**src/rtl/wb_regfile_pkg.sv**
```systemverilog
// Shared pipeline package for the writeback stage and register file.
// Provides the datapath/address widths, the matching typedefs and the
// index of the hardwired-zero register.
package pipe_pkg;

  localparam int DATA_W   = 8;
  localparam int ADDR_W   = 3;
  localparam int REG_ZERO = 0;

  typedef logic [DATA_W-1:0] data_t;
  typedef logic [ADDR_W-1:0] regaddr_t;

endpackage

```
**src/rtl/wb_regfile_if.sv**
```systemverilog
// Writeback / register-file bus.
// master: pipeline side; drives MEM/WB latch outputs, commit controls and the
//         decode read addresses; receives read data, writeback value,
//         forwarding info and the retired-write counter.
// slave : wb_regfile side (the opposite directions).
interface wb_regfile_if #(
  parameter int DATA_W = 8,
  parameter int ADDR_W = 3,
  parameter int CNT_W  = 16
);

  logic [DATA_W-1:0] alu_in;
  logic [DATA_W-1:0] mem_in;
  logic              MemToRegmux;
  logic              RegWrite;
  logic [ADDR_W-1:0] regwradd;
  logic [ADDR_W-1:0] rd_addr_a;
  logic [ADDR_W-1:0] rd_addr_b;
  logic [DATA_W-1:0] rd_data_a;
  logic [DATA_W-1:0] rd_data_b;
  logic [DATA_W-1:0] wb_data;
  logic              fwd_valid;
  logic [ADDR_W-1:0] fwd_addr;
  logic [DATA_W-1:0] fwd_data;
  logic [CNT_W-1:0]  retired_cnt;

  modport master (
    output alu_in, mem_in, MemToRegmux, RegWrite, regwradd, rd_addr_a, rd_addr_b,
    input  rd_data_a, rd_data_b, wb_data, fwd_valid, fwd_addr, fwd_data, retired_cnt
  );

  modport slave (
    input  alu_in, mem_in, MemToRegmux, RegWrite, regwradd, rd_addr_a, rd_addr_b,
    output rd_data_a, rd_data_b, wb_data, fwd_valid, fwd_addr, fwd_data, retired_cnt
  );

endinterface

```
**src/rtl/wb_regfile_regfile_2r1w.sv**
```systemverilog
// regfile_2r1w: 2^ADDR_W x DATA_W register array, two combinational read
// ports, one write port. r0 is never written and always reads 0. A read of
// the address being written this cycle returns the write data (bypass).
// Ports:
//   i_clk, i_rst_n       : clock, async active-low reset (clears the array)
//   i_we, i_waddr,
//   i_wdata              : write enable / address / data
//   i_raddr_a/b          : read addresses
//   o_rdata_a/b          : read data
module regfile_2r1w #(
  parameter int DATA_W = 8,
  parameter int ADDR_W = 3
) (
  input  logic              i_clk,
  input  logic              i_rst_n,
  input  logic              i_we,
  input  logic [ADDR_W-1:0] i_waddr,
  input  logic [DATA_W-1:0] i_wdata,
  input  logic [ADDR_W-1:0] i_raddr_a,
  input  logic [ADDR_W-1:0] i_raddr_b,
  output logic [DATA_W-1:0] o_rdata_a,
  output logic [DATA_W-1:0] o_rdata_b
);
  import pipe_pkg::*;

  localparam int NREGS = 1 << ADDR_W;

  logic [DATA_W-1:0] r_regs [NREGS];
  logic              w_wr;

  assign w_wr = i_we && (i_waddr != ADDR_W'(REG_ZERO));

  always_ff @(posedge i_clk or negedge i_rst_n) begin
    if (!i_rst_n) begin
      for (int unsigned i = 0; i < NREGS; i++) begin
        r_regs[i] <= '0;
      end
    end else if (w_wr) begin
      r_regs[i_waddr] <= i_wdata;
    end
  end

  // Zero masking is applied last so r0 wins over the bypass.
  always_comb begin
    o_rdata_a = r_regs[i_raddr_a];
    if (w_wr && (i_raddr_a == i_waddr)) o_rdata_a = i_wdata;
    if (i_raddr_a == ADDR_W'(REG_ZERO)) o_rdata_a = '0;
  end

  always_comb begin
    o_rdata_b = r_regs[i_raddr_b];
    if (w_wr && (i_raddr_b == i_waddr)) o_rdata_b = i_wdata;
    if (i_raddr_b == ADDR_W'(REG_ZERO)) o_rdata_b = '0;
  end

endmodule

```
**src/rtl/wb_regfile.sv**
```systemverilog
// wb_regfile: writeback stage + architectural register file.
// Selects ALU or load data, commits it to the register file, registers the
// last committed write for EX forwarding and counts retired writes.
// Ports:
//   clk2  : pipeline clock (posedge)
//   rst_n : async active-low reset
//   bus   : wb_regfile_if slave modport (MEM/WB inputs, read ports,
//           wb_data, fwd_valid/fwd_addr/fwd_data, retired_cnt)
module wb_regfile #(
  parameter int DATA_W = 8,
  parameter int ADDR_W = 3,
  parameter int CNT_W  = 16
) (
  input  logic         clk2,
  input  logic         rst_n,
  wb_regfile_if.slave  bus
);
  import pipe_pkg::*;

  logic [DATA_W-1:0] w_wb_data;
  logic              w_commit;
  logic              r_fwd_valid;
  logic [ADDR_W-1:0] r_fwd_addr;
  logic [DATA_W-1:0] r_fwd_data;
  logic [CNT_W-1:0]  r_retired_cnt;

  assign w_wb_data = bus.MemToRegmux ? bus.mem_in : bus.alu_in;
  assign w_commit  = bus.RegWrite && (bus.regwradd != ADDR_W'(REG_ZERO));

  regfile_2r1w #(
    .DATA_W (DATA_W),
    .ADDR_W (ADDR_W)
  ) u_rf (
    .i_clk     (clk2),
    .i_rst_n   (rst_n),
    .i_we      (w_commit),
    .i_waddr   (bus.regwradd),
    .i_wdata   (w_wb_data),
    .i_raddr_a (bus.rd_addr_a),
    .i_raddr_b (bus.rd_addr_b),
    .o_rdata_a (bus.rd_data_a),
    .o_rdata_b (bus.rd_data_b)
  );

  // fwd_valid is a one-cycle pulse; addr/data hold until the next commit.
  always_ff @(posedge clk2 or negedge rst_n) begin
    if (!rst_n) begin
      r_fwd_valid   <= 1'b0;
      r_fwd_addr    <= '0;
      r_fwd_data    <= '0;
      r_retired_cnt <= '0;
    end else begin
      r_fwd_valid <= w_commit;
      if (w_commit) begin
        r_fwd_addr    <= bus.regwradd;
        r_fwd_data    <= w_wb_data;
        r_retired_cnt <= r_retired_cnt + CNT_W'(1);
      end
    end
  end

  assign bus.wb_data     = w_wb_data;
  assign bus.fwd_valid   = r_fwd_valid;
  assign bus.fwd_addr    = r_fwd_addr;
  assign bus.fwd_data    = r_fwd_data;
  assign bus.retired_cnt = r_retired_cnt;

endmodule

```
**src/flat_wrapper.sv**
```systemverilog
// flat-port wrapper written by rule: the top's interface ports become plain ports
module wb_regfile_flat import pipe_pkg::*;
#(
  parameter int DATA_W = 8,
  parameter int ADDR_W = 3,
  parameter int CNT_W  = 16
)
  (clk2, rst_n, bus_alu_in, bus_mem_in, bus_MemToRegmux, bus_RegWrite, bus_regwradd, bus_rd_addr_a, bus_rd_addr_b, bus_rd_data_a, bus_rd_data_b, bus_wb_data, bus_fwd_valid, bus_fwd_addr, bus_fwd_data, bus_retired_cnt);
  wb_regfile_if #(.DATA_W(DATA_W), .ADDR_W(ADDR_W), .CNT_W(CNT_W)) bus_i ();
  input  logic clk2;
  input  logic rst_n;
  input wire logic [$bits(bus_i.alu_in)-1:0] bus_alu_in;
  input wire logic [$bits(bus_i.mem_in)-1:0] bus_mem_in;
  input wire logic [$bits(bus_i.MemToRegmux)-1:0] bus_MemToRegmux;
  input wire logic [$bits(bus_i.RegWrite)-1:0] bus_RegWrite;
  input wire logic [$bits(bus_i.regwradd)-1:0] bus_regwradd;
  input wire logic [$bits(bus_i.rd_addr_a)-1:0] bus_rd_addr_a;
  input wire logic [$bits(bus_i.rd_addr_b)-1:0] bus_rd_addr_b;
  output wire logic [$bits(bus_i.rd_data_a)-1:0] bus_rd_data_a;
  output wire logic [$bits(bus_i.rd_data_b)-1:0] bus_rd_data_b;
  output wire logic [$bits(bus_i.wb_data)-1:0] bus_wb_data;
  output wire logic [$bits(bus_i.fwd_valid)-1:0] bus_fwd_valid;
  output wire logic [$bits(bus_i.fwd_addr)-1:0] bus_fwd_addr;
  output wire logic [$bits(bus_i.fwd_data)-1:0] bus_fwd_data;
  output wire logic [$bits(bus_i.retired_cnt)-1:0] bus_retired_cnt;
  assign bus_i.alu_in = bus_alu_in;
  assign bus_i.mem_in = bus_mem_in;
  assign bus_i.MemToRegmux = bus_MemToRegmux;
  assign bus_i.RegWrite = bus_RegWrite;
  assign bus_i.regwradd = bus_regwradd;
  assign bus_i.rd_addr_a = bus_rd_addr_a;
  assign bus_i.rd_addr_b = bus_rd_addr_b;
  assign bus_rd_data_a = bus_i.rd_data_a;
  assign bus_rd_data_b = bus_i.rd_data_b;
  assign bus_wb_data = bus_i.wb_data;
  assign bus_fwd_valid = bus_i.fwd_valid;
  assign bus_fwd_addr = bus_i.fwd_addr;
  assign bus_fwd_data = bus_i.fwd_data;
  assign bus_retired_cnt = bus_i.retired_cnt;
  wb_regfile #(.DATA_W(DATA_W), .ADDR_W(ADDR_W), .CNT_W(CNT_W)) u_core (.clk2(clk2), .rst_n(rst_n), .bus(bus_i));
endmodule
```
**config.mk**
```make
export PLATFORM = sky130hd
export DESIGN_NAME = wb_regfile_flat
export DESIGN_NICKNAME = d
export VERILOG_FILES = /design/src/rtl/wb_regfile_pkg.sv /design/src/rtl/wb_regfile_if.sv /design/src/rtl/wb_regfile_regfile_2r1w.sv /design/src/rtl/wb_regfile.sv /design/src/flat_wrapper.sv
export SDC_FILE = /design/constraint.sdc
export NUM_CORES = 1
export LEC_CHECK = 0
export CELL_PAD_IN_SITES_DETAIL_PLACEMENT = 1
export CELL_PAD_IN_SITES_GLOBAL_PLACEMENT = 1
export CORE_MARGIN = 4
export CORE_UTILIZATION = 42
export DETAILED_ROUTE_END_ITERATION = 10
export PLACE_DENSITY = 0.81
export SLEW_MARGIN = 15
export SYNTH_ARGS = -nofsm -noshare
export SYNTH_HDL_FRONTEND = slang
export SYNTH_SLANG_ARGS = --single-unit
export TNS_END_PERCENT = 50
```
**constraint.sdc**
```tcl
create_clock -name clk2 -period 1.85 [get_ports clk2]
set_input_delay 0.185 -clock clk2 [delete_from_list [all_inputs] [get_ports clk2]]
set_output_delay 0.185 -clock clk2 [all_outputs]
set_load 0.02 [all_outputs]
```
======== Word level (Yosys, flattened, before mapping) ========
Cells that the tools add are included.
cells by class
  reductions and logical operators ........ 8
  order comparisons ....................... 4
  bitwise logic cells ..................... 3
  add/sub/neg operators ................... 1
  multiplexer cells ....................... 14
  equal/unequal tests ..................... 2
operator list
  kind                     number
  $mux W8                  10
  $bwmux W64               1
  $bmux W8 S3              2
  $demux W8 S3             1
  $add A16 B1 Y16 const B  1
  $ge A4 B4 Y1 const B     3
  $not A3 Y4               3
  $eq A3 B3 Y1             2
  $logic_not A3 Y1         2
  $logic_and A1 B1 Y1      5
  $lt A4 B1 Y1 const B     1
  $reduce_bool A3 Y1       1
word-level totals
  register bits after elaboration ......... 92
  word-level logic and storage cells ...... 44
  bits of input ports ..................... 29
  output and inout bits ................... 52

======== Depth between registers and ports, before layout ========
  depth after elaboration ................. 6
  gate-level depth with buffers ........... 6
  gate-level depth less buffers ........... 5

======== Hierarchy ========
Synthesis repeated with hierarchy kept, for this count alone.
unflattened totals
  cell total of the unflattened synthesis .. 365
  area total of the unflattened synthesis .. 4979.8 µm²
modules (own cells, without submodules)
  module        times used  cells each  area an instance (µm²)  seq. area each (µm²)
  regfile_2r1w  1           249         3677.3                  1601.5
  wb_regfile    1           116         1302.5                  700.7

======== Worst setup path before layout ========
OpenSTA, ideal clock, no wires.
  kind .................................... in2out
  start ................................... input port bus_rd_addr_a[1]
  end ..................................... output port bus_rd_data_a[4]
  required time ........................... 1665 ps
  cell stages on the path ................. 6
  data arrival time ....................... 1736 ps
  buffers on the path ..................... 2
  path slack .............................. -71 ps
  cell sequence ........................... buf_1 > xor2_1 > nor4_4 > buf_6 > a211oi_1 > a211oi_1
between the ends
  word-level cells in the longest chain between the ends .. 6
  elaborated cells between the ends (all ways) .. 9
  classes of those cells .................. eq/ne: 1; mux: 5; bitwise: 1; reduce/logical: 2
ends and longest elaborated chain
  item                                         RTL line                       RTL
  from (decl)                                  flat_wrapper.sv:17             input wire logic [$bits(bus_i.rd_addr_a)-1:0] bus_rd_addr_a;
  $not A3 Y4 (not written as such)             wb_regfile_regfile_2r1w.sv:45  o_rdata_a = r_regs[i_raddr_a];
  $bmux W8 S3                                  wb_regfile_regfile_2r1w.sv:45
  $mux W8 (not written as such) (2 in series)  wb_regfile_regfile_2r1w.sv:45
  $mux W8                                      wb_regfile_regfile_2r1w.sv:46  if (w_wr && (i_raddr_a == i_waddr)) o_rdata_a = i_wdata;
  $mux W8 *                                    wb_regfile_regfile_2r1w.sv:47  if (i_raddr_a == ADDR_W'(REG_ZERO)) o_rdata_a = '0;
  to (decl)                                    flat_wrapper.sv:19             output wire logic [$bits(bus_i.rd_data_a)-1:0] bus_rd_data_a;
Mark *: on every way between the ends. The rest lies on a longest branch, timed or not. The select of a mux whose other input is x is not followed.

======== Worst setup path after layout ========
  start ................................... register u_core.u_rf.r_regs[63] in the netlist's numbering
  end ..................................... output port bus_rd_data_a[7]
between the ends
  word-level cells in the longest chain between the ends .. 5
ends and longest elaborated chain
  item                                         RTL line                       RTL
  from (decl)                                  wb_regfile_regfile_2r1w.sv:28  logic [DATA_W-1:0] r_regs [NREGS];
  from (signal, indexed assignment)            wb_regfile_regfile_2r1w.sv:39  r_regs[i_waddr] <= i_wdata;
  $bmux W8 S3                                  wb_regfile_regfile_2r1w.sv:45
  $mux W8 (not written as such) (2 in series)  wb_regfile_regfile_2r1w.sv:45
  $mux W8                                      wb_regfile_regfile_2r1w.sv:46
  $mux W8                                      wb_regfile_regfile_2r1w.sv:47
No other way between the ends. The select of a mux whose other input is x is not followed.

==> out/qor.yml <==
sta:
  fin_crit_sh_pct: 117.9
  layout_setup_ws_ns: -0.3310
  max_slew.worst_pin.slew_ns: 0.7256
  hold_slack_ns: 0.3424
  fin_crit_ns: 2.181
  max_freq_ghz: 0.4585
  rsz0062_at_grt: "true"
  finalClockSkew_ns: 0.001209
  slew_headroom_pct: 51.37
  final-setup-viol-count: 16
  maxSlewViolCount: 0
  report.final.hold_viol_count: 0
setup_path:
  cp_max_fo: 2
  required_ns: 1.66
  crit_path_start: "u_core.u_rf.r_regs[63]$_DFFE_PN0P_"
  r2r-end: "u_core.bus.retired_cnt[15]$_DFFE_PN0P_"
  critical_path_arrival_ns: 2.00
  critical-path-max-stage-delay_ns: 0.44
  cp-end-kind: "output pin"
  critPathSlowestCell: "mux4_2"
  r2r-start: "u_core.bus.retired_cnt[3]$_DFFE_PN0P_"
  path_depth: 6
  critPathLaunchType: "flop"
  critPathTopFamily: "multiplexers"
  worstPathCellList: "buf_4 > mux4_2 > nor2b_1 > a211oi_2 > a211oi_2 > buf_4"
  regToRegSetupSlack_ns: 0.20
  rr_worst_depth: 4
  path_class: "reg -> out"
  path_buf_inv: 2
floorplanning:
  start_util_pct: 43.56
  die_h_um: 115.0
  dieWidth_um: 115.0
  dieArea_mm2: 0.01321
  io-pin-count: 81
  rows: 38
  coreArea_mm2: 0.01103
yosys:
  synth_top_family_by_area: "multiplexers"
  yosys_warnings: 0
  syn_area_mm2: 0.004805
  avgSynthCellArea_um2: 11.10
  synth_ff_type: "dfrtp_1"
  synthCells: 433
  synth_adder_area_share_pct: 0.2604
  ys_types: 34
  ys_seq_area_share_pct: 47.92
  synth-xor-area-share_pct: 3.828
  synth-async-reset-ratio_pct: 100.0
  synth_compound_area_share_pct: 12.50
  synth_simple_gate_area_share_pct: 12.84
  synth_edf_count: 0
  ys_seq_elements: 92
  syn_nets: 463
  muxShareOfSynthArea_pct: 16.67
cells_and_area:
  nets: 607
  layout_common_cells: "92 x buf_4, 92 x dfrtp_1, 57 x nand2_1"
  area_growth_syn_to_layout_pct: 43.36
  final_cell_area_mm2: 0.006888
  post-route-util_pct: 62.44
  antenna_cells: 0
  drive_above_1_share_pct: 36.03
  nFillCells: 1152
detailed_routing:
  firstDrtPassIters: 4
  via_per_inst: 5.924
  drc: 0
  antenna_left: 0
  wire_per_inst_um: 25.33
  wl_um: 18240
  drt_iter0_drc: 279
  num_vias: 4265
outcome:
  status: "finished, violations left"
  violations: "negative setup slack"
place:
  placed_cell_area_mm2: 0.006300
  port_buffers: 80
  place.gp.congestion: 0.8343
  dpl.hpwl_um: 11580
  pre_cts_ws_ns: -1.034
cts:
  htreeDepth: 3
  cts.clk_slew.worst_paths_ns: 0.07
  clockBufferDepth: 2
  cts_tree: "done"
  clkSinkCount: 92
  root_buffer: "clkbuf_16"
  clock_latency_ns: 0.34
  cts_made_buffers: 9
pwr:
  p_leak_nw: 3.002
  vdd_drop_max_v: 0.0005962
  p_per_area_mw_per_mm2: 1009
  report.power.total_mw: 6.953
global_route:
  grt_util_all_layers_pct: 29.19
  grt_max_degree: 41
  grt_first_pass_wirelength_um: 28710
  antenna_found_initial: 0
  gr-total-overflow: 0
  first_global_vias: 4907
worst_hold_path:
  hp-class: "in -> async"
flow_run:
  maxCapViolCount: 0
[routing by layer]
metal	up-vias	track usage (%)	routed length [um]
met5	-	0	0
met4	0	11.89	680
met3	48	8.368	1556
met2	211	49.61	9171
met1	2188	34.94	6827
li1	1818	-	-
[worst reg2reg max path, delay by kind of cell, from the launching register on]
family / cells / cell delay (ns)
simple gates: 3 / 0.96
xor+xnor: 1 / 0.13
flops: 1 / 0.45
[synth_stat cells (2+ instances only)]
cell | n | share of area [%]
nor2_1 | 30 | 2.3
nor4_4 | 2 | 0.89
xor2_1 | 9 | 1.6
nand4_1 | 5 | 0.65
clkbuf_1 | 26 | 2.0
nor3_1 | 2 | 0.21
nor2b_1 | 16 | 2.1
dfrtp_1 | 92 | 48
a21oi_1 | 24 | 2.5
a211oi_2 | 2 | 0.52
mux4_2 | 32 | 15
nand4b_1 | 3 | 0.55
inv_1 | 10 | 0.78
buf_4 | 5 | 0.78
buf_6 | 6 | 1.4
a211oi_1 | 30 | 4.7
mux2i_1 | 8 | 1.7
buf_2 | 8 | 0.83
o21ai_0 | 40 | 4.2
nand2_1 | 57 | 4.5
nor4bb_1 | 2 | 0.42
xnor2_1 | 12 | 2.2
[kinds of logic after synthesis]
family / after synthesis
compound gates: 98
xor+xnor: 21
simple gates: 124
fa+ha+maj: 1
mux: 40
flops: 92
buf+inv: 57
[how the worst max path moves through the flow]
stage,endpoint,slack [ns]
CTS,bus_rd_data_a[3],-0.28
finish,bus_rd_data_a[7],-0.33
detailed placement,bus_rd_data_a[7],-1.03
global route,bus_rd_data_a[1],-0.39
global placement,bus_rd_data_a[6],-0.92
floorplan,bus_rd_data_a[4],-0.07
[area by class of cell]
class	instances	area, um^2	area share, %
Multi-Input combinational cell	284	2430	35.28
Sequential cell	92	2302	33.42
Timing Repair Buffer	179	1649	23.94
Clock buffer	10	239.0	3.470
Tap cell	140	175.2	2.543
Clock inverter	4	51.30	0.7448
Inverter	11	41.29	0.5995
[power by group]
part / leakage [nW] / internal [mW] / total, mW / switching (mW)
registers: 1.12 / 2.38 / 2.73 / 0.355
logic: 1.74 / 1.18 / 2.35 / 1.18
clock network: 0.140 / 1.07 / 1.87 / 0.802
total: 3.00 / 4.62 / 6.95 / 2.33
[state kept, by name, indices dropped and copies added, names as in the netlist]
signal                  flops
u_core.u_rf.r_regs         64
u_core.bus.retired_cnt     16
u_core.bus.fwd_data         8
u_core.bus.fwd_addr         3
u_core.bus.fwd_valid        1
[stage by stage]
| stage | TNS [ns] | cells |
|---|---|---|
| finish | -3.601 | 720 |
| global placement | -18.35 | 693 |
| CTS | -3.197 | 720 |
| floorplan | -0.1809 | 433 |
| global route | -4.593 | 720 |
| detailed placement | -21.36 | 693 |
[what timing repair did]
item | 4_1_cts | 5_1_grt
endpoints found under the hold margin | 31 | 0
buffers inserted | 10 | 0
resized for setup | 160 | 5
pin swaps | 24 | 2
gates cloned | 3 | 0
hold buffers | 1 | 0
endpoints found under the setup margin | 25 | 16
Note: power is estimated with default switching activity, not from simulation.
